==> config.mk <==
export PLATFORM = sky130hd
export DESIGN_NAME = rr_arbiter_8
export DESIGN_NICKNAME = d
export VERILOG_FILES = /design/src/rtl/rr_arbiter_8_pkg.sv /design/src/rtl/rr_arbiter_8_pick.sv /design/src/rtl/rr_arbiter_8.sv
export SDC_FILE = /design/constraint.sdc
export NUM_CORES = 1
export LEC_CHECK = 0
export CAP_MARGIN = 10
export CORE_ASPECT_RATIO = 1.75
export CORE_MARGIN = 2
export CORE_UTILIZATION = 35
export CTS_CLUSTER_SIZE = 25
export DETAILED_ROUTE_END_ITERATION = 7
export HOLD_SLACK_MARGIN = 0.02
export PLACE_DENSITY_LB_ADDON = 0.1
export SETUP_SLACK_MARGIN = 0.5
export SYNTH_ARGS = -nofsm -noshare
export SYNTH_HDL_FRONTEND = slang
export SYNTH_SLANG_ARGS = --single-unit
==> constraint.sdc <==
create_clock -name clk -period 5.05 [get_ports clk]
set_input_delay 0.7575 -clock clk [delete_from_list [all_inputs] [get_ports clk]]
set_output_delay 0.7575 -clock clk [all_outputs]
set_load 0.03 [all_outputs]
==> src/rtl/rr_arbiter_8_pkg.sv <==
// Shared definitions for the 8-way round-robin arbiter.
//   RR_N        number of requesters (power of two)
//   RR_IDX_W    log2(RR_N), width of the round-robin pointer and winner index
//   state_t     arbiter FSM encoding (ST_IDLE / ST_GRANT)
//   RR_PTR_RST  pointer value after reset (requester 0 has top priority)
//   onehot_to_idx  binary index of a one-hot vector (0 for all-zero)
package rr_arbiter_8_pkg;

  localparam int RR_N     = 8;
  localparam int RR_IDX_W = 3;

  typedef enum logic {
    ST_IDLE  = 1'b0,
    ST_GRANT = 1'b1
  } state_t;

  localparam logic [RR_IDX_W-1:0] RR_PTR_RST = 3'd0;

  function automatic logic [RR_IDX_W-1:0] onehot_to_idx(input logic [RR_N-1:0] oh);
    logic [RR_IDX_W-1:0] idx;
    idx = '0;
    for (int i = 0; i < RR_N; i++) begin
      if (oh[i]) idx = idx | RR_IDX_W'(i);
    end
    return idx;
  endfunction

endpackage

==> src/rtl/rr_arbiter_8_pick.sv <==
// rr_pick: combinational round-robin pick.
// Finds the first set bit of req_masked, searching ptr, ptr+1 .. ptr+N-1 (mod N).
//   req_masked  in   N       candidate requests
//   ptr         in   IDX_W   highest-priority position
//   onehot      out  N       one-hot winner (zero if none)
//   idx         out  IDX_W   binary winner index (zero if none)
//   any         out  1       at least one candidate present
module rr_pick
  import rr_arbiter_8_pkg::*;
(
  input  logic [RR_N-1:0]     req_masked,
  input  logic [RR_IDX_W-1:0] ptr,
  output logic [RR_N-1:0]     onehot,
  output logic [RR_IDX_W-1:0] idx,
  output logic                any
);

  // Doubling the vector turns the wrap-around search into a plain shift:
  // bit k of rotated is requester (ptr + k) mod N.
  logic [2*RR_N-1:0] doubled;
  logic [RR_N-1:0]   rotated;

  always_comb begin
    doubled = {req_masked, req_masked} >> ptr;
    rotated = doubled[RR_N-1:0];
    idx     = '0;
    any     = 1'b0;
    onehot  = '0;
    // Descending scan so the lowest rotated position (closest to ptr) wins.
    for (int i = RR_N - 1; i >= 0; i--) begin
      if (rotated[i]) begin
        idx = ptr + RR_IDX_W'(i);
        any = 1'b1;
      end
    end
    if (any) onehot[idx] = 1'b1;
  end

endmodule

==> src/rtl/rr_arbiter_8.sv <==
// rr_arbiter_8: registered round-robin arbiter for 8 level-sensitive requests.
// Optional feature macro: RR_ARB_LOCK_EN (adds the lock input).
//   clk          in   1  clock, all state on posedge
//   rst          in   1  asynchronous active-high reset
//   req          in   8  request lines, bit i = requester i
//   grant        out  8  registered one-hot grant, zero when grant_valid=0
//   grant_valid  out  1  grant holds a live winner
//   grant_ready  in   1  consumer accepts the grant
//   lock         in   1  (RR_ARB_LOCK_EN only) keep current owner on handshake
//   dbg_state    out  1  current FSM state
// Handshake: a transfer happens on a posedge where grant_valid & grant_ready.
// grant is held stable while grant_valid=1 and no transfer occurs; grant_ready
// is ignored while grant_valid=0.
module rr_arbiter_8
  import rr_arbiter_8_pkg::*;
(
  input  logic            clk,
  input  logic            rst,
  input  logic [RR_N-1:0] req,
  output logic [RR_N-1:0] grant,
  output logic            grant_valid,
  input  logic            grant_ready,
`ifdef RR_ARB_LOCK_EN
  input  logic            lock,
`endif
  output state_t          dbg_state
);

  state_t              state;
  logic [RR_IDX_W-1:0] ptr;

  logic                handshake;
  logic                hold_owner;
  logic                rotate;
  logic [RR_IDX_W-1:0] win_idx;
  logic [RR_IDX_W-1:0] pick_ptr;
  logic [RR_N-1:0]     pick_req;
  logic [RR_N-1:0]     pick_onehot;
  logic [RR_IDX_W-1:0] pick_idx;
  logic                pick_any;

  assign handshake = grant_valid & grant_ready;

`ifdef RR_ARB_LOCK_EN
  assign hold_owner = lock;
`else
  assign hold_owner = 1'b0;
`endif

  assign rotate  = handshake & ~hold_owner;
  assign win_idx = onehot_to_idx(grant);

  // On a rotating handshake the next winner is chosen in the same cycle from the
  // advanced pointer, with the departing winner masked so it cannot re-win
  // immediately. Otherwise the plain request vector and current pointer are used.
  // The 3-bit add wraps 7 -> 0 naturally.
  assign pick_ptr = rotate ? (win_idx + RR_IDX_W'(1)) : ptr;
  assign pick_req = rotate ? (req & ~grant) : req;

  rr_pick u_pick (
    .req_masked (pick_req),
    .ptr        (pick_ptr),
    .onehot     (pick_onehot),
    .idx        (pick_idx),
    .any        (pick_any)
  );

  always_ff @(posedge clk or posedge rst) begin
    if (rst) begin
      state       <= ST_IDLE;
      ptr         <= RR_PTR_RST;
      grant       <= '0;
      grant_valid <= 1'b0;
    end else begin
      case (state)
        ST_IDLE: begin
          if (pick_any) begin
            grant       <= pick_onehot;
            grant_valid <= 1'b1;
            state       <= ST_GRANT;
          end
        end
        ST_GRANT: begin
          // Without a rotating handshake everything is held, including while
          // the winner drops its request.
          if (rotate) begin
            ptr <= pick_ptr;
            if (pick_any) begin
              grant <= pick_onehot;
            end else begin
              grant       <= '0;
              grant_valid <= 1'b0;
              state       <= ST_IDLE;
            end
          end
        end
        default: begin
          state       <= ST_IDLE;
          grant       <= '0;
          grant_valid <= 1'b0;
        end
      endcase
    end
  end

  assign dbg_state = state;

  // pick_idx is the binary form of pick_onehot; the grant register keeps only
  // the one-hot form and the index is recovered from it when needed.
  logic unused_pick_idx;
  assign unused_pick_idx = ^pick_idx;

endmodule
==> flow_summary.json, run 1 <==
{
  "slew_viol_final": 0,
  "critPathRequiredTime_ns": 5.23,
  "die_h_um": 97.5,
  "fin_crit_sh_pct": 79.7,
  "cts_repair_resize_count": 0,
  "synth_cells": 214,
  "yosys_warnings": 0,
  "htree_levels": 1,
  "layout.cells.most_common_list": "nand2_1 (27), clkdlybuf4s50_1 (20), nand3_1 (17)",
  "wl_met2_mm": 3.34,
  "drt-met1-wl_mm": 2.08,
  "cp-start-kind": "flip-flop",
  "ir_worst_vdd_uv": 338,
  "antenna_found_initial": 0,
  "grt_start_max_net_pins": 19,
  "leakagePower_uw": 0.000830,
  "place_congestion": 0.850,
  "crit_arrival_ns": 4.20,
  "path_clk_slew_ns": 0.05,
  "worstSetupPathType": "flip-flop to flip-flop",
  "yosys_register_bits": 13,
  "fin_tns_setup_ns": 0,
  "antenna_cells": 0,
  "synth_area_per_cell_um2": 8.17,
  "path_cells": "nor4_4, inv_4, ha_1, and3_1, mux2_2, nor2_1, buf_4, mux2i_1, mux2i_1, a221oi_2, mux2_1, nor2_1, a22o_1",
  "drive_gt1_share_pct": 14.0,
  "grt.overflow.total": 0,
  "synthesis.nets": 228,
  "cpPeakStageDelay_ns": 0.55,
  "core_um2": 4890,
  "grt_pass1_wl_mm": 9.63,
  "synth_edf_count": 0,
  "reg2reg_from": "grant[7]",
  "critical_path_buf_inv_count": 2,
  "pin_count": 21,
  "crit_fanout": 14,
  "ff2ff_path_depth": 13,
  "period_needed_ns": 4.02,
  "status": "completed",
  "min_path_cells": 1,
  "timing.rr.end": "grant[5]",
  "fmax_mhz": 249,
  "routed.top_layer": "met4",
  "root_buffer": "clkbuf_8",
  "drc": 0,
  "worst_pin_slew_ns": 0.858,
  "cp_slowest_cell": "nor4_4",
  "cts_max_path_buffers": 2,
  "numCtsBuffers": 3,
  "layout_setup_ws_ns": 1.03,
  "r2r_slack_ns": 1.03,
  "detail_route.vias_per_cell": 6.33,
  "end_kind": "flip-flop",
  "num_vias": 1837,
  "hp-class": "flip-flop to flip-flop",
  "port-buffer-count": 20,
  "rsz0062_at_grt": "no",
  "grt_pass1_vias": 1921,
  "synthArstFlopShare_pct": 100,
  "grtUsageTotal_pct": 22.1,
  "p_per_area_nw_per_um2": 740,
  "clk_latency_ns": 0.24,
  "clock-sinks": 13,
  "first_pass_iters": 4,
  "die_w_um": 57.4,
  "finalHoldViolations": 0,
  "drv_cap": 0,
  "crit_cells": 13,
  "relSlewSlack_pct": 42.3,
  "rows": 34,
  "fin_skew_ns": 0.000576,
  "syn_to_final_growth_pct": 18.7,
  "setup-violations-final": 0,
  "wl_met3_um": 133,
  "hold_end": "ptr[1]",
  "ys.flop_type": "dfrtp_1",
  "hp-start": "ptr[1]",
  "synth_area_um2": 1750,
  "ant_nets": 0,
  "finalNetCount": 251,
  "die_area_um2": 5600,
  "seq_area_frac_synth_pct": 18.6,
  "wl_mm": 5.97,
  "cts_tree": "done",
  "initial_utilization_pct": 35.8,
  "place_ws_ns": 1.03,
  "ctsHoldBuffers": 0,
  "wl_per_cell_um": 20.6,
  "cp_top_family": "multiplexers",
  "dp_hpwl_mm": 4.97,
  "post_cts_buffers": 0,
  "layout_commonest_cell": "nand2_1",
  "drtIter0Drc": 83,
  "yosys.cell_types.count": 63
}
cell usage after synthesis, types with 5 or more instances:
master	number	area, µm²
o21ai_0	9	45.0
dfrtp_1	13	325
mux2i_1	15	150
mux2_2	6	67.6
o31ai_1	6	45.0
o21ai_1	5	25.0
nand2_1	27	101
nand3_1	17	85.1
a21oi_1	7	35.0
nor2_1	10	37.5
clkbuf_1	5	18.8
nand2b_1	6	37.5
cell type report:
cell class                      instances  area (µm²)
Tap cell                               54        67.6
Inverter                                4        17.5
Timing Repair Buffer                   27         253
Fill cell                             507        2820
Multi-Input combinational cell        188        1370
Clock buffer                            4        45.0
Sequential cell                        13         325
kinds of logic after synthesis:
family	count (synthesis)	synth area share, %
compound gates	76	35.7
mux	23	13.9
xor+xnor	1	0.501
fa+ha+maj	3	2.15
flops	13	18.6
simple gates	85	25.9
buf+inv	13	3.22
report_power, final:
part	internal [µW]	switching [µW]	total, µW
clock	55.6	34.3	89.9
combinational	496	767	1260
sequential	135	48.5	183
total	686	850	1540
through the flow:
stage	power, µW	std cells	hold WS, ns	utilization, %	area (µm²)
floorplan	1100	214	0.469	-	1750
global placement	1450	286	0.494	41.5	2030
detailed placement	1430	286	0.506	41.5	2030
CTS	1530	290	0.517	42.4	2080
global route	1650	290	0.552	42.4	2080
finish	1540	290	0.513	42.4	2080
flip-flops by register name (all words and copies together), names as in the netlist:
register,flops
dbg_state,1
grant,8
grant_valid,1
ptr,3
worst max-delay path by stage:
stage | start | to
after floorplan | grant[7] | grant[0]
after global placement | grant[7] | grant[0]
after detailed placement | grant[7] | grant[4]
after CTS | grant[7] | grant[5]
after global routing | grant[7] | grant[4]
final | grant[7] | grant[5]
layer usage:
metal | track usage [%] | up-vias
li1 | - | 889
met5 | 0 | -
met4 | 16.3 | 0
met2 | 41.2 | 59
met1 | 21.3 | 864
met3 | 1.46 | 25
(Power assumes the default switching activity.)
==> inputs of run 2 (changes only) <==
==> constraint.sdc (replaced) <==
create_clock -name clk -period 3.76 [get_ports clk]
set_input_delay 0.564 -clock clk [delete_from_list [all_inputs] [get_ports clk]]
set_output_delay 0.564 -clock clk [all_outputs]
set_load 0.03 [all_outputs]
==> flow_summary.json, run 2 (synthesis gave the netlist of run 1 again) <==
{
  "status": "completed",
  "cts_max_path_buffers": 2,
  "drc": 0,
  "die_area_um2": 5600,
  "critPathRequiredTime_ns": 3.89,
  "drive_gt1_share_pct": 30.8,
  "die_w_um": 57.4,
  "drtIter0Drc": 79,
  "slew_viol_final": 0,
  "wl_per_cell_um": 20.1,
  "end_kind": "flip-flop",
  "root_buffer": "clkbuf_8",
  "ff2ff_path_depth": 11,
  "top_register": "grant",
  "rsz0062_at_grt": "yes",
  "final_core_utilization_pct": 48.6,
  "r2r_slack_ns": 0.45,
  "crit_fanout": 6,
  "fin_skew_ns": 0.00213,
  "cts_tree": "done",
  "syn_to_final_growth_pct": 36.1,
  "antenna_found_initial": 0,
  "fmax_mhz": 302,
  "p_per_area_nw_per_um2": 1030,
  "grt_pass1_vias": 2066,
  "top_regs": "grant x8, ptr x3",
  "dp_hpwl_mm": 5.21,
  "detail_route.vias_per_cell": 6.31,
  "period_needed_ns": 3.31,
  "worst_pin_slew_ns": 0.547,
  "reg2reg_from": "grant[6]",
  "grtUsageTotal_pct": 23.4,
  "fin_crit_sh_pct": 88.0,
  "layout.cells.most_common_list": "buf_4 (29), nand2_1 (25), clkdlybuf4s50_1 (20)",
  "grt_start_max_net_pins": 14,
  "core_um2": 4890,
  "crit_arrival_ns": 3.44,
  "min_path_cells": 1,
  "grt.overflow.total": 0,
  "htree_levels": 1,
  "path_clk_slew_ns": 0.05,
  "layout_commonest_cell": "buf_4",
  "clk_latency_ns": 0.24,
  "antenna_cells": 0,
  "place_inst": 303,
  "hp-start": "ptr[1]",
  "clock-sinks": 13,
  "hp-class": "flip-flop to flip-flop",
  "die_h_um": 97.5,
  "wl_mm": 6.30,
  "instances_no_fill": 314,
  "numCtsBuffers": 3,
  "ant_nets": 0,
  "setup-violations-final": 0,
  "n_fill_cell": 477,
  "cp-start-kind": "flip-flop",
  "finalHoldViolations": 0,
  "leakagePower_uw": 0.000959,
  "rows": 34,
  "layout_setup_ws_ns": 0.450,
  "worstSetupPathType": "flip-flop to flip-flop",
  "grt_pass1_wl_mm": 10.1,
  "pin_count": 21,
  "timing.rr.end": "grant[0]",
  "first_pass_iters": 4,
  "hold_end": "ptr[1]",
  "relSlewSlack_pct": 63.5,
  "initial_utilization_pct": 35.8,
  "finalNetCount": 275,
  "num_vias": 1980,
  "ir_worst_vdd_uv": 700,
  "fin_tns_setup_ns": 0,
  "place_ws_ns": 0.220,
  "port-buffer-count": 20,
  "drv_cap": 0,
  "place_congestion": 0.993,
  "largest_reg_flops": 8
}
## run 2: cell count changes in the layout (fill, tap and decap cells not counted), sizes merged
cell	delta
buf	+24
## run 2: metrics by stage
| step | instance area [µm²] | power (µW) | hold WS, ns |
|---|---|---|---|
| after floorplan | 1840 | 1580 | 0.441 |
| after global placement | 2230 | 2140 | 0.483 |
| after detailed placement | 2230 | 2120 | 0.495 |
| after CTS | 2380 | 2430 | 0.508 |
| after global routing | 2380 | 2620 | 0.536 |
| final | 2380 | 2460 | 0.504 |
## run 2: worst max-delay path, stage by stage (launching register included)
cell	delay (ns)
dfrtp_2	0.40
or4_4	0.56
ha_4	0.18
and3_4	0.16
mux2_4	0.30
nor2_4	0.19
mux2i_2	0.27
mux2i_1	0.14
a221oi_2	0.41
mux2i_1	0.31
nor2_2	0.08
a22o_1	0.18
## run 2: report_power, final
group / internal (µW) / total, µW / switching, µW / leakage, µW
Combinational: 923 / 2090 / 1170 / 0.000780
Sequential: 183 / 246 / 63.7 / 0.000156
Clock: 74.7 / 122 / 47.3 / 0.0000228
Total: 1180 / 2460 / 1280 / 0.000959
## run 2: timing repair
action                                 in CTS  in global routing
setup endpoints to repair                   8                  8
pin swaps                                  13                  3
buffers inserted                            7                  0
gates resized for setup                    16                  1
hold buffers                                0                  0
endpoints found under the hold margin       0                  0
## run 2: cell type report
type	instances	area (µm²)	area share [%]
Clock buffer	4	45.0	1.89
Inverter	4	25.0	1.05
Multi-Input combinational cell	188	1470	61.8
Sequential cell	13	330	13.9
Tap cell	54	67.6	2.84
Timing Repair Buffer	51	440	18.5
## run 2: how the worst max path moves through the flow
stage | startpoint | slack [ns] | endpoint | depth (start not counted)
floorplan | grant[1] | 0.50 | grant[1] | 14
global placement | grant_ready | 0.21 | grant[5] | 10
detailed placement | grant_ready | 0.22 | grant[5] | 10
CTS | grant[6] | 0.45 | grant[0] | 11
global route | grant[6] | 0.35 | grant[5] | 11
finish | grant[6] | 0.45 | grant[0] | 11
## run 2: metal layers
metal / track usage, % / vias to the layer above / routed length (µm)
met2: 43.3 / 80 / 3460
met5: 0 / - / 0
met1: 21.7 / 922 / 2040
li1: - / 941 / -
met3: 1.73 / 37 / 235
met4: 19.7 / 0 / 571
